--- config.mk ---
export PLATFORM = sky130hd
export DESIGN_NAME = logic_rf_unit
export DESIGN_NICKNAME = d
export VERILOG_FILES = /design/src/rtl/logic_rf_pkg.sv /design/src/rtl/logic_op_unit.sv /design/src/rtl/logic_rf_unit.sv
export SDC_FILE = /design/constraint.sdc
export NUM_CORES = 1
export LEC_CHECK = 0
export CAP_MARGIN = 20
export CORE_ASPECT_RATIO = 0.75
export CORE_UTILIZATION = 51
export DETAILED_ROUTE_END_ITERATION = 16
export GPL_ROUTABILITY_DRIVEN = 0
export PLACE_DENSITY_LB_ADDON = 0.12
export RECOVER_POWER = 50
export SETUP_SLACK_MARGIN = 0.5
export SLEW_MARGIN = 20
export SYNTH_ARGS = -nofsm -noshare
export SYNTH_HDL_FRONTEND = slang
export SYNTH_HIERARCHICAL = 1
export SYNTH_SLANG_ARGS = --single-unit
--- constraint.sdc ---
create_clock -name clk -period 1.4 [get_ports clk]
set_input_delay 0.21 -clock clk [delete_from_list [all_inputs] [get_ports clk]]
set_output_delay 0.21 -clock clk [all_outputs]
set_load 0.02 [all_outputs]
--- src/rtl/logic_rf_pkg.sv ---
// Shared constants for the logic register-file unit: op encodings and counter width.
package logic_rf_pkg;

    localparam int unsigned OP_W  = 2;
    localparam int unsigned OPS_W = 16;

    localparam logic [OP_W-1:0] OP_NAND = 2'b00;
    localparam logic [OP_W-1:0] OP_AND  = 2'b01;
    localparam logic [OP_W-1:0] OP_OR   = 2'b10;
    localparam logic [OP_W-1:0] OP_XOR  = 2'b11;

endpackage

--- src/rtl/logic_op_unit.sv ---
// Combinational n-bit four-function bitwise unit (NAND/AND/OR/XOR).
module logic_op_unit
    import logic_rf_pkg::*;
#(
    parameter int unsigned n = 4
) (
    input  logic [OP_W-1:0] op_i,
    input  logic [n-1:0]    a_i,
    input  logic [n-1:0]    b_i,
    output logic [n-1:0]    res_c_o
);

    always_comb begin
        res_c_o = '0;
        unique case (op_i)
            OP_NAND: res_c_o = ~(a_i & b_i);
            OP_AND:  res_c_o = a_i & b_i;
            OP_OR:   res_c_o = a_i | b_i;
            OP_XOR:  res_c_o = a_i ^ b_i;
            default: res_c_o = '0;
        endcase
    end

endmodule

--- src/rtl/logic_rf_unit.sv ---
// Register file with a single EX stage: operand read with EX forwarding, bitwise op,
// writeback one edge after accept, external load port and a completed-op counter.
module logic_rf_unit
    import logic_rf_pkg::*;
#(
    parameter int unsigned n     = 4,
    parameter int unsigned DEPTH = 8,
    parameter int unsigned AW    = 3
) (
    input  logic             clk,
    input  logic             rst_n,
    input  logic             req_valid,
    output logic             req_ready,
    input  logic [OP_W-1:0]  req_op,
    input  logic [AW-1:0]    req_rd,
    input  logic [AW-1:0]    req_rs1,
    input  logic [AW-1:0]    req_rs2,
    input  logic             ext_we,
    input  logic [AW-1:0]    ext_addr,
    input  logic [n-1:0]     ext_data,
    input  logic [AW-1:0]    dbg_addr,
    output logic [n-1:0]     dbg_data,
    output logic             res_valid,
    output logic [AW-1:0]    res_rd,
    output logic [n-1:0]     res_data,
    output logic [OPS_W-1:0] ops_done
);

    logic [n-1:0] rf_q [DEPTH];

    logic            ex_valid_q, ex_valid_d;
    logic [OP_W-1:0] ex_op_q, ex_op_d;
    logic [AW-1:0]   ex_rd_q, ex_rd_d;
    logic [n-1:0]    ex_a_q, ex_a_d;
    logic [n-1:0]    ex_b_q, ex_b_d;
    logic [n-1:0]    ex_res_c;

    logic             res_valid_q, res_valid_d;
    logic [AW-1:0]    res_rd_q, res_rd_d;
    logic [n-1:0]     res_data_q, res_data_d;
    logic [OPS_W-1:0] ops_q, ops_d;

    logic rs1_ok, rs2_ok, ext_ok, wb_ok, dbg_ok;
    logic [n-1:0] rd_a, rd_b;
    logic fwd_a, fwd_b, accept;

    // Address range guards only exist when the file does not fill the address space.
    generate
        if (DEPTH < (2 ** AW)) begin : g_partial
            assign rs1_ok = 32'(req_rs1)  < DEPTH;
            assign rs2_ok = 32'(req_rs2)  < DEPTH;
            assign ext_ok = 32'(ext_addr) < DEPTH;
            assign wb_ok  = 32'(ex_rd_q)  < DEPTH;
            assign dbg_ok = 32'(dbg_addr) < DEPTH;
        end else begin : g_full
            assign rs1_ok = 1'b1;
            assign rs2_ok = 1'b1;
            assign ext_ok = 1'b1;
            assign wb_ok  = 1'b1;
            assign dbg_ok = 1'b1;
        end
    endgenerate

    assign req_ready = ~ext_we;
    assign accept    = req_valid & req_ready;

    assign rd_a     = rs1_ok ? rf_q[req_rs1]  : '0;
    assign rd_b     = rs2_ok ? rf_q[req_rs2]  : '0;
    assign dbg_data = dbg_ok ? rf_q[dbg_addr] : '0;

    // An out-of-range destination is never written, so it must not be forwarded either.
    assign fwd_a = ex_valid_q & wb_ok & (ex_rd_q == req_rs1);
    assign fwd_b = ex_valid_q & wb_ok & (ex_rd_q == req_rs2);

    logic_op_unit #(.n(n)) u_op (
        .op_i    (ex_op_q),
        .a_i     (ex_a_q),
        .b_i     (ex_b_q),
        .res_c_o (ex_res_c)
    );

    always_comb begin
        ex_valid_d  = accept;
        ex_op_d     = ex_op_q;
        ex_rd_d     = ex_rd_q;
        ex_a_d      = ex_a_q;
        ex_b_d      = ex_b_q;
        res_valid_d = ex_valid_q;
        res_rd_d    = res_rd_q;
        res_data_d  = res_data_q;
        ops_d       = ops_q;
        if (accept) begin
            ex_op_d = req_op;
            ex_rd_d = req_rd;
            ex_a_d  = fwd_a ? ex_res_c : rd_a;
            ex_b_d  = fwd_b ? ex_res_c : rd_b;
        end
        if (ex_valid_q) begin
            res_rd_d   = ex_rd_q;
            res_data_d = ex_res_c;
            ops_d      = ops_q + OPS_W'(1);
        end
    end

    always_ff @(posedge clk or negedge rst_n) begin
        if (!rst_n) begin
            ex_valid_q  <= 1'b0;
            ex_op_q     <= '0;
            ex_rd_q     <= '0;
            ex_a_q      <= '0;
            ex_b_q      <= '0;
            res_valid_q <= 1'b0;
            res_rd_q    <= '0;
            res_data_q  <= '0;
            ops_q       <= '0;
        end else begin
            ex_valid_q  <= ex_valid_d;
            ex_op_q     <= ex_op_d;
            ex_rd_q     <= ex_rd_d;
            ex_a_q      <= ex_a_d;
            ex_b_q      <= ex_b_d;
            res_valid_q <= res_valid_d;
            res_rd_q    <= res_rd_d;
            res_data_q  <= res_data_d;
            ops_q       <= ops_d;
        end
    end

    // The writeback assignment comes last so it wins over an external load to the same entry.
    always_ff @(posedge clk or negedge rst_n) begin
        if (!rst_n) begin
            for (int i = 0; i < int'(DEPTH); i++) begin
                rf_q[i] <= '0;
            end
        end else begin
            if (ext_we && ext_ok) begin
                rf_q[ext_addr] <= ext_data;
            end
            if (ex_valid_q && wb_ok) begin
                rf_q[ex_rd_q] <= ex_res_c;
            end
        end
    end

    assign res_valid = res_valid_q;
    assign res_rd    = res_rd_q;
    assign res_data  = res_data_q;
    assign ops_done  = ops_q;

endmodule

* Word level (Yosys, flattened, before mapping)
Index checks and enable logic that the tools add are counted.
** Operators by class
- Magnitude comparators :: 7
- Bitwise gates (word level) :: 13
- Multiplexer cells :: 20
- Reduce and logical (&&, ||, !) cells :: 3
- Eq/ne operators :: 5
- $add $sub $neg :: 1
** Operators with widths (count)
- bitwise mux 32 bit :: 2
- two-way mux 32 bit :: 2
- two-way mux 4 bit :: 10
- binary-select mux 4 bit (select 3 bit) :: 3
- demux 4 bit (select 3 bit) :: 2
- greater-or-equal comparator 4 bit (second input constant) :: 5
- inverter 3 -> 4 bit :: 5
- adder 16 x 1 -> 16 bit (second input constant) :: 1
- case mux 4 bit (4 select lines) :: 1
- less-than comparator 4 x 1 -> 1 bit (second input constant) :: 2
- == test 3 bit :: 2
- AND 4 bit :: 1
- == test 2 bit (second input constant) :: 2
- inverter 4 bit :: 1
- bitwise OR 4 bit :: 1
- bitwise XOR 4 bit :: 1
- AND 1 bit :: 3
- == test 2 x 1 -> 1 bit (second input constant) :: 1
- logical AND 1 bit :: 2
- logical NOT 2 bit :: 1
- inverter 1 bit :: 1
** Storage, ports and cells
- Word-level logic and storage cells :: 66
- Register bits after elaboration :: 70

* Longest topological paths before layout
Gate-level depths: netlist of run 1.
- Word-level depth :: 9
- Depth in mapped cells :: 7

* Hierarchy
The synthesis of run 1 kept the hierarchy.
** Modules (own cells, without submodules)
- logic_rf_unit :: seq. area each 1751.7 µm², instances 1, cells each 334, area an instance 4041.4 µm²
- logic_op_unit :: seq. area each 0.0 µm², instances 1, cells each 30, area an instance 285.3 µm²

* Worst setup path after synthesis of run 1
No wires, ideal clock.
- Path type :: reg2reg
- Start point :: register ops_q[0], in the netlist ops_done[0]
- End point :: register ops_q[10], in the netlist ops_done[10]
- Arrival :: 1427 ps
- Period minus slack after synthesis :: 1557 ps
- Path slack :: -157 ps
- Data required time :: 1270 ps
- Buffers on the path :: 0
- Cell stages (with the launch flop) :: 6
- Cells stage by stage :: dfrtp_1 ha_1 nand3_1 nor3_1 nand3_1 xnor2_1
** On the way
- Longest elaborated chain between the ends :: 1
** Ends and longest elaborated chain
- start: declaration :: line logic_rf_unit.sv:41 : logic [OPS_W-1:0] ops_q, ops_d;
- start signal: assignment :: line logic_rf_unit.sv:125 : ops_q <= ops_d;
- adder 16 x 1 -> 16 bit :: line logic_rf_unit.sv:101 : ops_d = ops_q + OPS_W'(1);
Every way passes these cells.
A chain may end at the register's enable or synchronous reset.

* Worst setup path in the final report of run 1
- Start point :: register rf_q[20] in the netlist's numbering
- End point :: output port dbg_data[0]
** On the way
- Longest elaborated chain between the ends :: 3
** Ends and longest elaborated chain
- start: declaration :: line logic_rf_unit.sv:29 : logic [n-1:0] rf_q [DEPTH];
- start signal: indexed assignment :: line logic_rf_unit.sv:137 : rf_q[ext_addr] <= ext_data;
- start signal: indexed assignment :: line logic_rf_unit.sv:140 : rf_q[ex_rd_q] <= ex_res_c;
- binary-select mux 4 bit (select 3 bit) :: line logic_rf_unit.sv:69 : assign dbg_data = dbg_ok ? rf_q[dbg_addr] : '0;
- two-way mux 4 bit (implied by the code) (2 in series) :: line logic_rf_unit.sv:69
- end: declaration :: line logic_rf_unit.sv:22 : output logic [n-1:0] dbg_data,
Every way passes these cells. The select of a mux whose other input is x is not followed.

==> results of run 1 <==
worst paths after layout:
path	to	start	cells after the start
setup / recovery	dbg_data[0]	rf_q[20]	3
min in group clk	ex_rd_q[1]	req_valid	3
hold / removal	ex_op_q[1]	rst_n	1
max in group asynchronous	ex_a_q[2]	rst_n	2
hold reg to reg	res_data[3]	res_data[3]	1
setup reg to reg	ex_b_q[0]	rf_q[20]	5
final cells by class:
| cell class | instances | area (µm²) | share of cell area |
|---|---|---|---|
| clock inverter | 6 | 134 | 0.0185 |
| multi-input combinational | 256 | 2970 | 0.410 |
| sequential | 70 | 1770 | 0.244 |
| timing repair buffer | 195 | 1960 | 0.270 |
| inverter | 12 | 52.6 | 0.00726 |
| tap | 105 | 131 | 0.0181 |
| clock buffer | 10 | 229 | 0.0316 |
worst register-to-register path: cells and delay by family (launching register included):
kind / cells / cell delay, ns
multiplexers: 3 / 1.03
flip-flops: 1 / 0.45
buffers and inverters: 1 / 0.18
AO/OA/AOI/OAI: 1 / 0.13
metal layers:
metal / GRT usage / vias to the layer above
met4: 0.124 / 0
met3: 0.141 / 97
met2: 0.569 / 373
met1: 0.477 / 2160
li1: - / 1688
met5: 0 / -
report_power, final:
group	leakage [µW]	internal [µW]	switching (µW)
clock network	0.000177	1920	975
registers	0.000829	2700	785
logic	0.00226	4250	3480
what timing repair did:
item	4_1_cts	5_1_grt
setup endpoints to repair	97	95
setup buffers	42	22
hold endpoints to repair	15	15
pin swaps	20	22
resized for setup	309	88
gates cloned	6	0
cell families (layout without fill, tap and decap cells):
group / after synthesis / after routing
buf+inv: 38 / 223
compound gates: 41 / 41
xor+xnor: 21 / 21
fa+ha+maj: 9 / 9
flops: 70 / 70
simple gates: 85 / 85
mux: 100 / 100
flip-flops by register name (all words and copies together), names as in the netlist:
register	flops
res_rd	3
ex_b_q	4
ops_done	16
res_valid	1
ex_valid_q	1
res_data	4
ex_rd_q	3
rf_q	32
ex_op_q	2
ex_a_q	4
stage by stage:
stage	hold WS, ns	setup WS (ns)	cell area, µm²
detailed placement	0.185	-1.01	5550
global placement	0.176	-0.975	5550
finish	0.0168	-0.568	7240
floorplan	-0.0856	-0.0165	4510
global route	0.0969	-0.591	7240
CTS	-0.177	-0.470	6750
cells in the final DEF, fill, tap and decap left out, types with 14 or more instances in the layout:
cell,count
sky130_fd_sc_hd__buf_4,82
sky130_fd_sc_hd__buf_6,74
sky130_fd_sc_hd__clkdlybuf4s50_1,17
sky130_fd_sc_hd__dfrtp_1,57
sky130_fd_sc_hd__mux2_4,26
sky130_fd_sc_hd__mux2i_1,38
sky130_fd_sc_hd__mux4_2,20
sky130_fd_sc_hd__nand2_1,14
sky130_fd_sc_hd__o21ai_1,14
sky130_fd_sc_hd__xnor2_1,17
==> results.md, run 1 <==
- Of the synthesized area, sequential elements account for 0.405.
- The multiplexer share of the synthesized area is 0.326.
- The overall overflow remaining after global route is 0.
- By area the synthesized netlist is led by sky130_fd_sc_hd__dfrtp_1 (40%), sky130_fd_sc_hd__mux2i_1 (11%), sky130_fd_sc_hd__mux4_1 (9.7%).
- Between clock sinks in the finished design, the worst skew comes to roughly 0.016 ns.
- The master cell of the clock root buffer is sky130_fd_sc_hd__clkbuf_16.
- The sum of net half-perimeters after detailed placement is between 8000 and 9000 µm.
- The main combinational cell family by area after synthesis is multiplexers.
- Among cell families on the critical path, the largest total delay comes from multiplexers.
- TritonCTS created 9 clock buffers.
- Of the total synthesized cell area, the portion taken by AND, OR, NAND and NOR gates is 0.110.
- Detailed routing placed a total of approximately 2400 µm of wire on met3.
- STA classifies the critical path startpoint as a flip-flop.
- The first-pass GRT wire length is about 23000 µm.
- The worst path in the final design needs a cycle of between 1.5 and 2 ns, including I/O delays and setup.
- Fill cells in the final layout number 316.
- In the routed design, unresolved DRC markers number 0.
- The CTS tree is yes.
- For this run, the share of the core covered by cells in the final layout is 0.898.
- Yosys instantiated no cell more often than sky130_fd_sc_hd__dfrtp_1.
- The clock latency on the worst-skew pair is between 0.3 and 0.4 ns.
- Summed over all instances, the cell type with the most area after synthesis is sky130_fd_sc_hd__dfrtp_1.
- The number of slew-limit violations in the final report is 0.
- The maximum fanout count along the critical path is 2.
- The met2 wirelength from detailed routing is just under 9000 µm.
- The number of nets in the synthesized netlist is 398.
- The type of the setup path with the least slack is flip-flop to output port.
- The per-cell via count in the routed design is roughly 6.6.
- The area fraction in compound gates after synthesis is 0.0474.
- The sort of element at the end of the critical path is an output port.
- The final layout net count is around 580.
- The global-route usage over all layers is 0.368.
- The clock passes through at most 2 buffers.
- Timing would allow up to approximately 0.5 GHz.
- For this run, the leading register cell type out of synthesis is sky130_fd_sc_hd__dfrtp_1.
- The static leakage is about 0.0033 µW.
- The chip height is a little over 80 µm.
- The initial antenna violation count was 0.
- The top routing layer in use is met4.
- The area growth from synthesis to layout is 67.3%.
- The slack of the worst reg-to-reg path is -0.51 ns.
- The floorplan step defined a die boundary enclosing 8860 µm².
- For this design, the slowest cell found on the critical path is sky130_fd_sc_hd__mux4_2.
- The netlist uses 31 different library cells.
- After detailed routing, the average wire length per cell comes to 28.8 µm.
- Together, buffers and inverters on the worst path number 1.
- Ranked by instance count, the synthesized netlist is headed by sky130_fd_sc_hd__dfrtp_1 (70), sky130_fd_sc_hd__mux2i_1 (48), sky130_fd_sc_hd__nand2_1 (34), sky130_fd_sc_hd__o21ai_1 (24), sky130_fd_sc_hd__mux2_2 (22).
- In this run the power density over the cells is between 1500 and 2000 nW/µm².
- The total number of yosys warnings is 6.
- Entering global routing, the biggest net connects 29 pins.
- For this configuration, the core starts out at a cell density of 0.537.
- The final number of hold-violating endpoints is 0.
- The clock-pin transition on the worst setup and hold timing paths is 0.06 ns.
- Walking the worst path, the cells encountered are mux4_2, mux2_4, buf_6.
- In this run, the number of DRC markers left after iteration 0 of detailed routing was 450.
- The worst vdd rail ir drop is around 1.3 mV.
- At the worst endpoint, the arrival time is roughly 1.8 ns.
- The detail route stage leaves a number of antenna-violating nets equal to 0.
- The data required time of the critical path is about 1.2 ns.
- The level count of the clock H-tree is 3.
- The type of the most critical hold path is input pin to asynchronous set/reset pin.
- The sum of routed wire length over all layers is ~19000 µm.
- The final number of setup-violating endpoints is 58.
- The core area is a little over 8000 µm².
- The proportion of netlist area held by the largest area contributor is 0.405.
- Clock tree synthesis found a total of 70 sinks.
- The share of async-settable or async-resettable flops after synthesis is 1.00.
- Summing every instance area after synthesis gives 4330 µm².
- The final antenna diode count is 0.
- The via count of the first global-routing pass was 3984.
- The number of enable-type register cells in the synthesized netlist is 0.
- The iteration count of the initial detailed-routing pass is 5.
- The fraction of synthesized cell area in xor and xnor cells is 0.0425.
- The number of instances in the synthesized netlist is around 360.
- Setup repair after global routing could not meet its margin everywhere.
- After synthesis the netlist holds a flip-flop and latch count of 70.
- between 50 and 60 I/O pins were placed.
- The post-route total power is between 10000 and 15000 µW.
- The count of buffers inserted at the top-level ports is 53.
- The number of standard cells in the final layout excluding fillers is 654.
- The checks that failed: setup timing.
- The width of the die is approximately 110 µm.
- Of the available clock period, the critical path in the final layout requires 1.41.
- In the final timing run, aggregate negative setup slack is -14.95 ns.
- Once routing completed, OpenROAD measured the worst setup slack at -0.568 ns.
- Headroom to the max-slew limit came out at 0.314.
- In the final layout, the share of cells above drive strength 1 is 0.648.
- In this run the core area contains 28 standard-cell rows.
- The fraction of the mapped netlist area in adder cells is 0.0260.
- The count of maximum capacitance violations is 0.
- For this block, wires on met1 add up to 6880 µm.
- The worst stage delay on the critical path is around 0.53 ns.
- The placed instance count is 568.
- The run finished, with violations left.
- For this block, the via count after detailed routing is between 4000 and 5000.
- The transition time at the pin with the least slew margin is 1.03 ns.
- Averaged over all synthesized cells, the footprint is approximately 12 µm².
Power figures use the tool's default switching activity.
==> inputs of run 2 (changes only) <==
==> constraint.sdc (replaced) <==
create_clock -name clk -period 1.4 [get_ports clk]
set_input_delay 0.42 -clock clk [delete_from_list [all_inputs] [get_ports clk]]
set_output_delay 0.42 -clock clk [all_outputs]
set_load 0.02 [all_outputs]
==> run 2 against run 1 <==
  * The run still ends with setup timing left
  * Critical endpoint unchanged
  * Total power fell by 2.7%
  * Final area increased by 2.5%
  * Worst setup slack lost 0.16 ns
  * Utilization rose by 2.2 points
==> results.md, run 2 (synthesized netlist as in run 1, its figures left out) <==
- The largest clock skew in the final design is 0.00697 ns (was 0.0155 ns).
- The share of final-layout standard cells stronger than drive strength 1 is 0.689 (was 0.648).
- The worst vdd rail ir drop is 1.57 mV (was 1.35 mV).
- The depth of the most critical reg-to-reg path is 6 (was 5).
- The maximum clock frequency is 0.470 GHz (was 0.508 GHz).
- The final number of setup-violating endpoints is 57 (was 58).
- The sort of element at the end of the critical path is an output port (unchanged).
- The width of the die is 108 µm (unchanged).
- The power per unit of standard cell area is 1850 nW/µm² (was 1950 nW/µm²).
- The total negative slack is -13.53 ns (was -14.95 ns).
- The clock latency on the worst-skew pair came to 0.35 ns (about the same).
- The layer with the highest usage was met2 (unchanged).
- The per-cell via count in the routed design is 6.56 (was 6.60).
- The post-detailed-route count of antenna-violating nets is 0 (unchanged).
- The TritonCTS buffer count is 9 (unchanged).
- The post-detailed-route wirelength per cell is 28.5 µm (was 28.8 µm).
- The data required time of the critical path is 0.98 ns (was 1.19 ns).
- The sum of net half-perimeters after detailed placement came to 9020 µm (was 8860 µm).
- The count of maximum capacitance violations is 0 (unchanged).
- The global routing usage on met1 is 0.465 (was 0.477).
- The CTS tree is yes (unchanged).
- The number of design rule violations left after detail routing is 0 (unchanged).
- The overall overflow remaining after global route is 0 (unchanged).
- The met2 layer usage reported by global route was 0.585 (was 0.569).
- The type of the setup path with the least slack is flip-flop to output port (unchanged).
- The via count of the first global-routing pass came to 4044 (was 3984).
- The most frequent standard cell in the layout excluding fill and tap cells is sky130_fd_sc_hd__buf_4 (unchanged).
- The sum of routed wire length over all layers is 18900 µm (was 18800 µm).
- The final design area excluding fillers is 7420 µm² (was 7240 µm²).
- The transition time at the pin with the least slew margin is 0.985 ns (was 1.03 ns).
- The first-pass GRT wire length is 23200 µm (was 22800 µm).
- RSZ-0062 raised after global routing: yes (unchanged).
- The final layout net count is 588 (was 578).
- The kind of start point of the critical path was a flip-flop (unchanged).
- The arrival time of data at the critical path endpoint is 1.71 ns (was 1.76 ns).
- The growth of design area from synthesis to finish is 71.4% (was 67.3%).
- The cell area after placement is 5740 µm² (was 5550 µm²).
- The placed instance count was 583 (was 568).
- Most used cells in the layout excluding fill and tap cells: sky130_fd_sc_hd__buf_4 (92), sky130_fd_sc_hd__buf_6 (69), sky130_fd_sc_hd__dfrtp_1 (59) (was sky130_fd_sc_hd__buf_4 (82), sky130_fd_sc_hd__buf_6 (74), sky130_fd_sc_hd__dfrtp_1 (57)).
- The master cell of the clock root buffer is sky130_fd_sc_hd__clkbuf_16 (unchanged).
- The final clock period utilization by the worst path came to 1.52 (was 1.41).
- The final antenna diode count was 0 (unchanged).
- The type of the most critical hold path is input pin to asynchronous set/reset pin (unchanged).
- After clock tree synthesis, the flow added hold-fix buffers numbering 0.
- The least setup slack across all paths after layout is -0.727 ns (was -0.568 ns).
- The final number of hold-violating endpoints came to 0 (unchanged).
- The core area is 8060 µm² (unchanged).
- The register with the highest flop count is rf_q (unchanged).
- The count of standard-cell rows is 28 (unchanged).
- The final critical-path required period is 2.13 ns (was 1.97 ns).
- The maximum fanout count along the critical path came to 2 (unchanged).
- The static leakage came to 0.00336 µW (was 0.00327 µW).
- The final design utilization is 0.920 (was 0.898).
- The count of buffers inserted at the top-level ports is 53 (unchanged).
- The number of buffers on the longest clock path is 2 (unchanged).
- Violations in the final reports: setup timing (unchanged).
- The violation count after the first detailed-routing iteration was 396 (was 450).
- The area of the die is 8860 µm² (unchanged).
- The global-route usage over all layers was 0.374 (was 0.368).
- The starting density of the core is 0.537 (unchanged).
- The level count of the clock H-tree is 3 (unchanged).
- The relative slew slack is 0.343 (was 0.314).
- The I/O pin count is 54 (unchanged).
- The CTS sink count is 70 (unchanged).
- The initial antenna violation count is 0 (unchanged).
- The number of slew-limit violations in the final report is 0 (unchanged).
- The chip height is 81.8 µm (unchanged).
- The iteration count of the initial detailed-routing pass came to 5 (unchanged).
- The clock-pin transition on the worst setup and hold timing paths was 0.06 ns (about the same).
- The met3 track utilization from global routing came to 0.146 (was 0.141).
- The flip-flop count of the largest register after layout is 32 (unchanged).
- The detailed-route via count was 4359 (was 4318).
- The pin count of the biggest net entering global routing is 71 (was 29).
- Status: complete, but fails checks (unchanged).
- The number of standard cells in the final layout excluding fillers was 664 (was 654).
run 2: repair_timing:
item / CTS / global route
endpoints found under the setup margin: 97 / 97
setup buffers: 30 / 29
endpoints found under the hold margin: 0 / 0
pin swaps: 23 / 23
gates resized for setup: 310 / 96
gates cloned: 6 / 0
run 2: layer usage:
layer,up-vias,routed length (µm)
met3,133,2140
met5,-,0
met4,0,1160
li1,1698,-
met1,2182,6930
met2,346,8710
run 2: area by class of cell:
class | count | area, µm²
clock buffer | 10 | 239
clock inverter | 6 | 93.8
fill | 255 | 641
inverter | 12 | 52.6
multi-input combinational | 256 | 3060
sequential | 70 | 1770
tap | 105 | 131
timing repair buffer | 205 | 2080
run 2: power by group:
group	switching (µW)	internal (µW)	leakage (µW)
clock	997	1620	0.000159
sequential	810	2700	0.000832
combinational	3470	4130	0.00237
total	5280	8450	0.00336
run 2: critical path: stages, from the launching register on:
cell and delay (ns):
sky130_fd_sc_hd__dfrtp_1 0.44, sky130_fd_sc_hd__mux4_2 0.48, sky130_fd_sc_hd__mux2_4 0.30, sky130_fd_sc_hd__buf_6 0.14
run 2: final timing paths:
path / startpoint / end / slack, ns
worst max-delay path: rf_q[28] / dbg_data[0] / -0.73
worst min-delay path: rst_n / ops_done[12] / 0.34
worst max register to register: rf_q[26] / ex_b_q[2] / -0.48
worst min register to register: res_data[2] / res_data[2] / 0.55
max in group asynchronous: rst_n / ops_done[1] / 0.37
min in group clk: res_data[2] / res_data[2] / 0.55
run 2: metrics by stage:
stage / total power [µW] / worst slack, ns / hold slack (ns)
finish: 13700 / -0.727 / 0.339
floorplan: 5820 / -0.348 / 0.124
global route: 14000 / -0.734 / 0.448
detailed placement: 7850 / -1.48 / 0.467
CTS: 11900 / -0.676 / 0.117
global placement: 7660 / -1.39 / 0.452
==> inputs of run 3 (changes only) <==
Settings changed: CELL_PAD_IN_SITES_DETAIL_PLACEMENT from default to 1, CELL_PAD_IN_SITES_GLOBAL_PLACEMENT from default to 1, CORE_UTILIZATION 51 to 41, PLACE_DENSITY_LB_ADDON 0.12 to 0.1.
==> run 3 against run 2 <==
  * The run still ends with setup timing left
  * Critical path depth stayed put
  * Highest routed layer unchanged
  * Maximum frequency is 1.5% lower
  * Die area is 24% higher
  * Utilization is 19 points lower
  * Global-route usage is 2.5 points lower
  * Clock skew is 0.0056 ns higher
  * First-iteration DRC count is 9.3% higher
==> results.md, run 3 (synthesized netlist as in run 1, its figures left out) <==
- The most frequent standard cell in the layout excluding fill and tap cells was sky130_fd_sc_hd__buf_4 (unchanged).
- The arrival time of data at the critical path endpoint is 1.74 ns (was 1.71 ns).
- The final critical-path required period was 2.16 ns (was 2.13 ns).
- The sort of element at the end of the critical path is an output port (unchanged).
- The final number of hold-violating endpoints is 0 (unchanged).
- The CTS sink count came to 70 (unchanged).
- The count of buffers inserted at the top-level ports is 53 (unchanged).
- The first-pass GRT wire length is 27300 µm (was 23200 µm).
- The sum of routed wire length over all layers is 22200 µm (was 18900 µm).
- The area of the die is 11000 µm² (was 8860 µm²).
- The iteration count of the initial detailed-routing pass is 7 (was 5).
- The cell area after placement came to 5850 µm² (was 5740 µm²).
- RSZ-0062 raised after global routing: yes (unchanged).
- The clock group share of total power came to 0.183 (was 0.191).
- The worst vdd rail ir drop came to 1.31 mV (was 1.57 mV).
- The initial antenna violation count came to 1 (was 0).
- The data required time of the critical path is 0.98 ns (about the same).
- The violation count after the first detailed-routing iteration came to 433 (was 396).
- The detailed-route via count is 4349 (was 4359).
- The CTS tree is yes (unchanged).
- The combinational share of power came to 0.560 (was 0.554).
- The sequential group share of total power is 0.258 (was 0.255).
- The internal power came to 8310 µW (was 8450 µW).
- The final worst hold slack is 0.361 ns (was 0.339 ns).
- The final clock period utilization by the worst path is 1.54 (was 1.52).
- The final design area excluding fillers was 7490 µm² (was 7420 µm²).
- The level count of the clock H-tree is 3 (unchanged).
- The largest clock skew in the final design is 0.0126 ns (was 0.00697 ns).
- The number of design rule violations left after detail routing is 0 (unchanged).
- The width of the die came to 121 µm (was 108 µm).
- The count of maximum capacitance violations was 0 (unchanged).
- The net switching fraction of the power is 0.402 (was 0.385).
- The number of standard cells in the final layout excluding fillers was 693 (was 664).
- The core area is 10300 µm² (was 8060 µm²).
- The hold buffer count at CTS was 0 (unchanged).
- The final layout net count was 585 (was 588).
- Status: complete, but fails checks (unchanged).
- The final design utilization is 0.728 (was 0.920).
- The net switching power figure is 5590 µW (was 5280 µW).
- Most used cells in the layout excluding fill and tap cells: sky130_fd_sc_hd__buf_4 (92), sky130_fd_sc_hd__dfrtp_1 (61), sky130_fd_sc_hd__buf_6 (60) (was sky130_fd_sc_hd__buf_4 (92), sky130_fd_sc_hd__buf_6 (69), sky130_fd_sc_hd__dfrtp_1 (59)).
- The type of the most critical hold path is input pin to asynchronous set/reset pin (unchanged).
- The relative slew slack is 0.307 (was 0.343).
- The starting density of the core is 0.420 (was 0.537).
- The chip height was 91.0 µm (was 81.8 µm).
- The transition time at the pin with the least slew margin is 1.04 ns (was 0.985 ns).
- The TritonCTS buffer count came to 9 (unchanged).
- The share of final-layout standard cells stronger than drive strength 1 is 0.676 (was 0.689).
- The final number of setup-violating endpoints was 58 (was 57).
- The flip-flop count of the largest register after layout is 32 (unchanged).
- The post-route total power is 13900 µW (was 13700 µW).
- The I/O pin count is 54 (unchanged).
- The post-detailed-route wirelength per cell is 32.1 µm (was 28.5 µm).
- The type of the setup path with the least slack is flip-flop to output port (unchanged).
- The sum of net half-perimeters after detailed placement came to 10100 µm (was 9020 µm).
- The post-detailed-route count of antenna-violating nets is 0 (unchanged).
- The register with the highest flop count is rf_q (unchanged).
- The maximum fanout count along the critical path is 4 (was 2).
- The via count of the first global-routing pass is 4377 (was 4044).
- The number of buffers on the longest clock path is 2 (unchanged).
- The number of slew-limit violations in the final report is 0 (unchanged).
- The count of fill cells added during filler insertion came to 915 (was 255).
- The growth of design area from synthesis to finish is 73.0% (was 71.4%).
- The static leakage was 0.00337 µW (was 0.00336 µW).
- The master cell of the clock root buffer is sky130_fd_sc_hd__clkbuf_16 (unchanged).
- The placed instance count is 620 (was 583).
- The kind of start point of the critical path is a flip-flop (unchanged).
- The clock-pin transition on the worst setup and hold timing paths came to 0.06 ns (about the same).
- The pin count of the biggest net entering global routing was 71 (unchanged).
- The power per unit of standard cell area is 1860 nW/µm² (was 1850 nW/µm²).
- Violations in the final reports: setup timing (unchanged).
- The global-route usage over all layers is 0.349 (was 0.374).
- The overall overflow remaining after global route is 0 (unchanged).
- The per-cell via count in the routed design is 6.28 (was 6.56).
- The clock latency on the worst-skew pair is 0.35 ns (about the same).
- The least setup slack across all paths after layout is -0.760 ns (was -0.727 ns).
- The count of standard-cell rows is 32 (was 28).
- The maximum clock frequency is 0.463 GHz (was 0.470 GHz).
[run 3: cell types whose count changed in the layout (fill, tap and decap cells not counted), sizes merged]
cell    before  now
clkinv       2    4
diode        0    1
bufbuf       2    1
buf        182  179
inv         13   11
nand2       34   35
[run 3: worst paths after layout]
kind,endpoint,startpoint,slack (ns),depth (start not counted)
worst max-delay path,dbg_data[3],rf_q[27],-0.76,3
worst max register to register,ex_a_q[0],rf_q[0],-0.48,6
min in group clk,ops_done[4],ops_done[4],0.53,1
max in group asynchronous,ops_done[0],rst_n,0.30,2
worst min-delay path,ex_op_q[0],rst_n,0.36,2
worst min register to register,ops_done[4],ops_done[4],0.53,1
[run 3: repair_timing]
| action | 4_1_cts | 5_1_grt |
|---|---|---|
| cloned | 6 | 0 |
| resized for setup | 319 | 87 |
| endpoints found under the setup margin | 97 | 97 |
| buffers inserted | 31 | 19 |
| pin swaps | 23 | 21 |
[run 3: layout make-up]
cell class              count  area (µm²)  share of cell area
well taps                 136         170              0.0227
diodes                      1        2.50            0.000334
multi-input cells         257        3120               0.416
clock inverters             6        86.3              0.0115
flip-flops and latches     70        1760               0.235
inverters                  12        57.6             0.00769
repair buffers            201        2060               0.276
clock buffers              10         229              0.0306
[run 3: routing by layer]
metal,wire [µm],GRT usage,vias to the layer above,share of wire
met5,0,0,-,0
met4,1230,0.159,0,0.055
met3,2000,0.122,111,0.090
met2,10200,0.526,315,0.46
met1,8810,0.452,2229,0.40
li1,-,-,1694,-
[run 3: worst max-delay path, stage by stage, from the launching register on]
cell	delay, ns
sky130_fd_sc_hd__dfrtp_2	0.46
sky130_fd_sc_hd__mux4_2	0.52
sky130_fd_sc_hd__mux2_4	0.29
sky130_fd_sc_hd__buf_6	0.13
[run 3: power groups by stage]
stage | clock network (µW) | registers, µW | logic [µW]
6_report | 2540 | 3580 | 7780
5_1_grt | 2620 | 3590 | 7960
4_1_cts | 2510 | 3370 | 6340
3_5_place_dp | 0 | 3330 | 4670
3_3_place_gp | 0 | 3330 | 4480
2_1_floorplan | 0 | 3380 | 2440
[run 3: per-stage QoR]
| stage | worst slack, ns | TNS [ns] |
|---|---|---|
| finish | -0.760 | -15.18 |
| detailed placement | -1.41 | -30.54 |
| CTS | -0.685 | -9.60 |
| global placement | -1.38 | -28.63 |
| global route | -0.771 | -16.93 |
| floorplan | -0.348 | -2.90 |
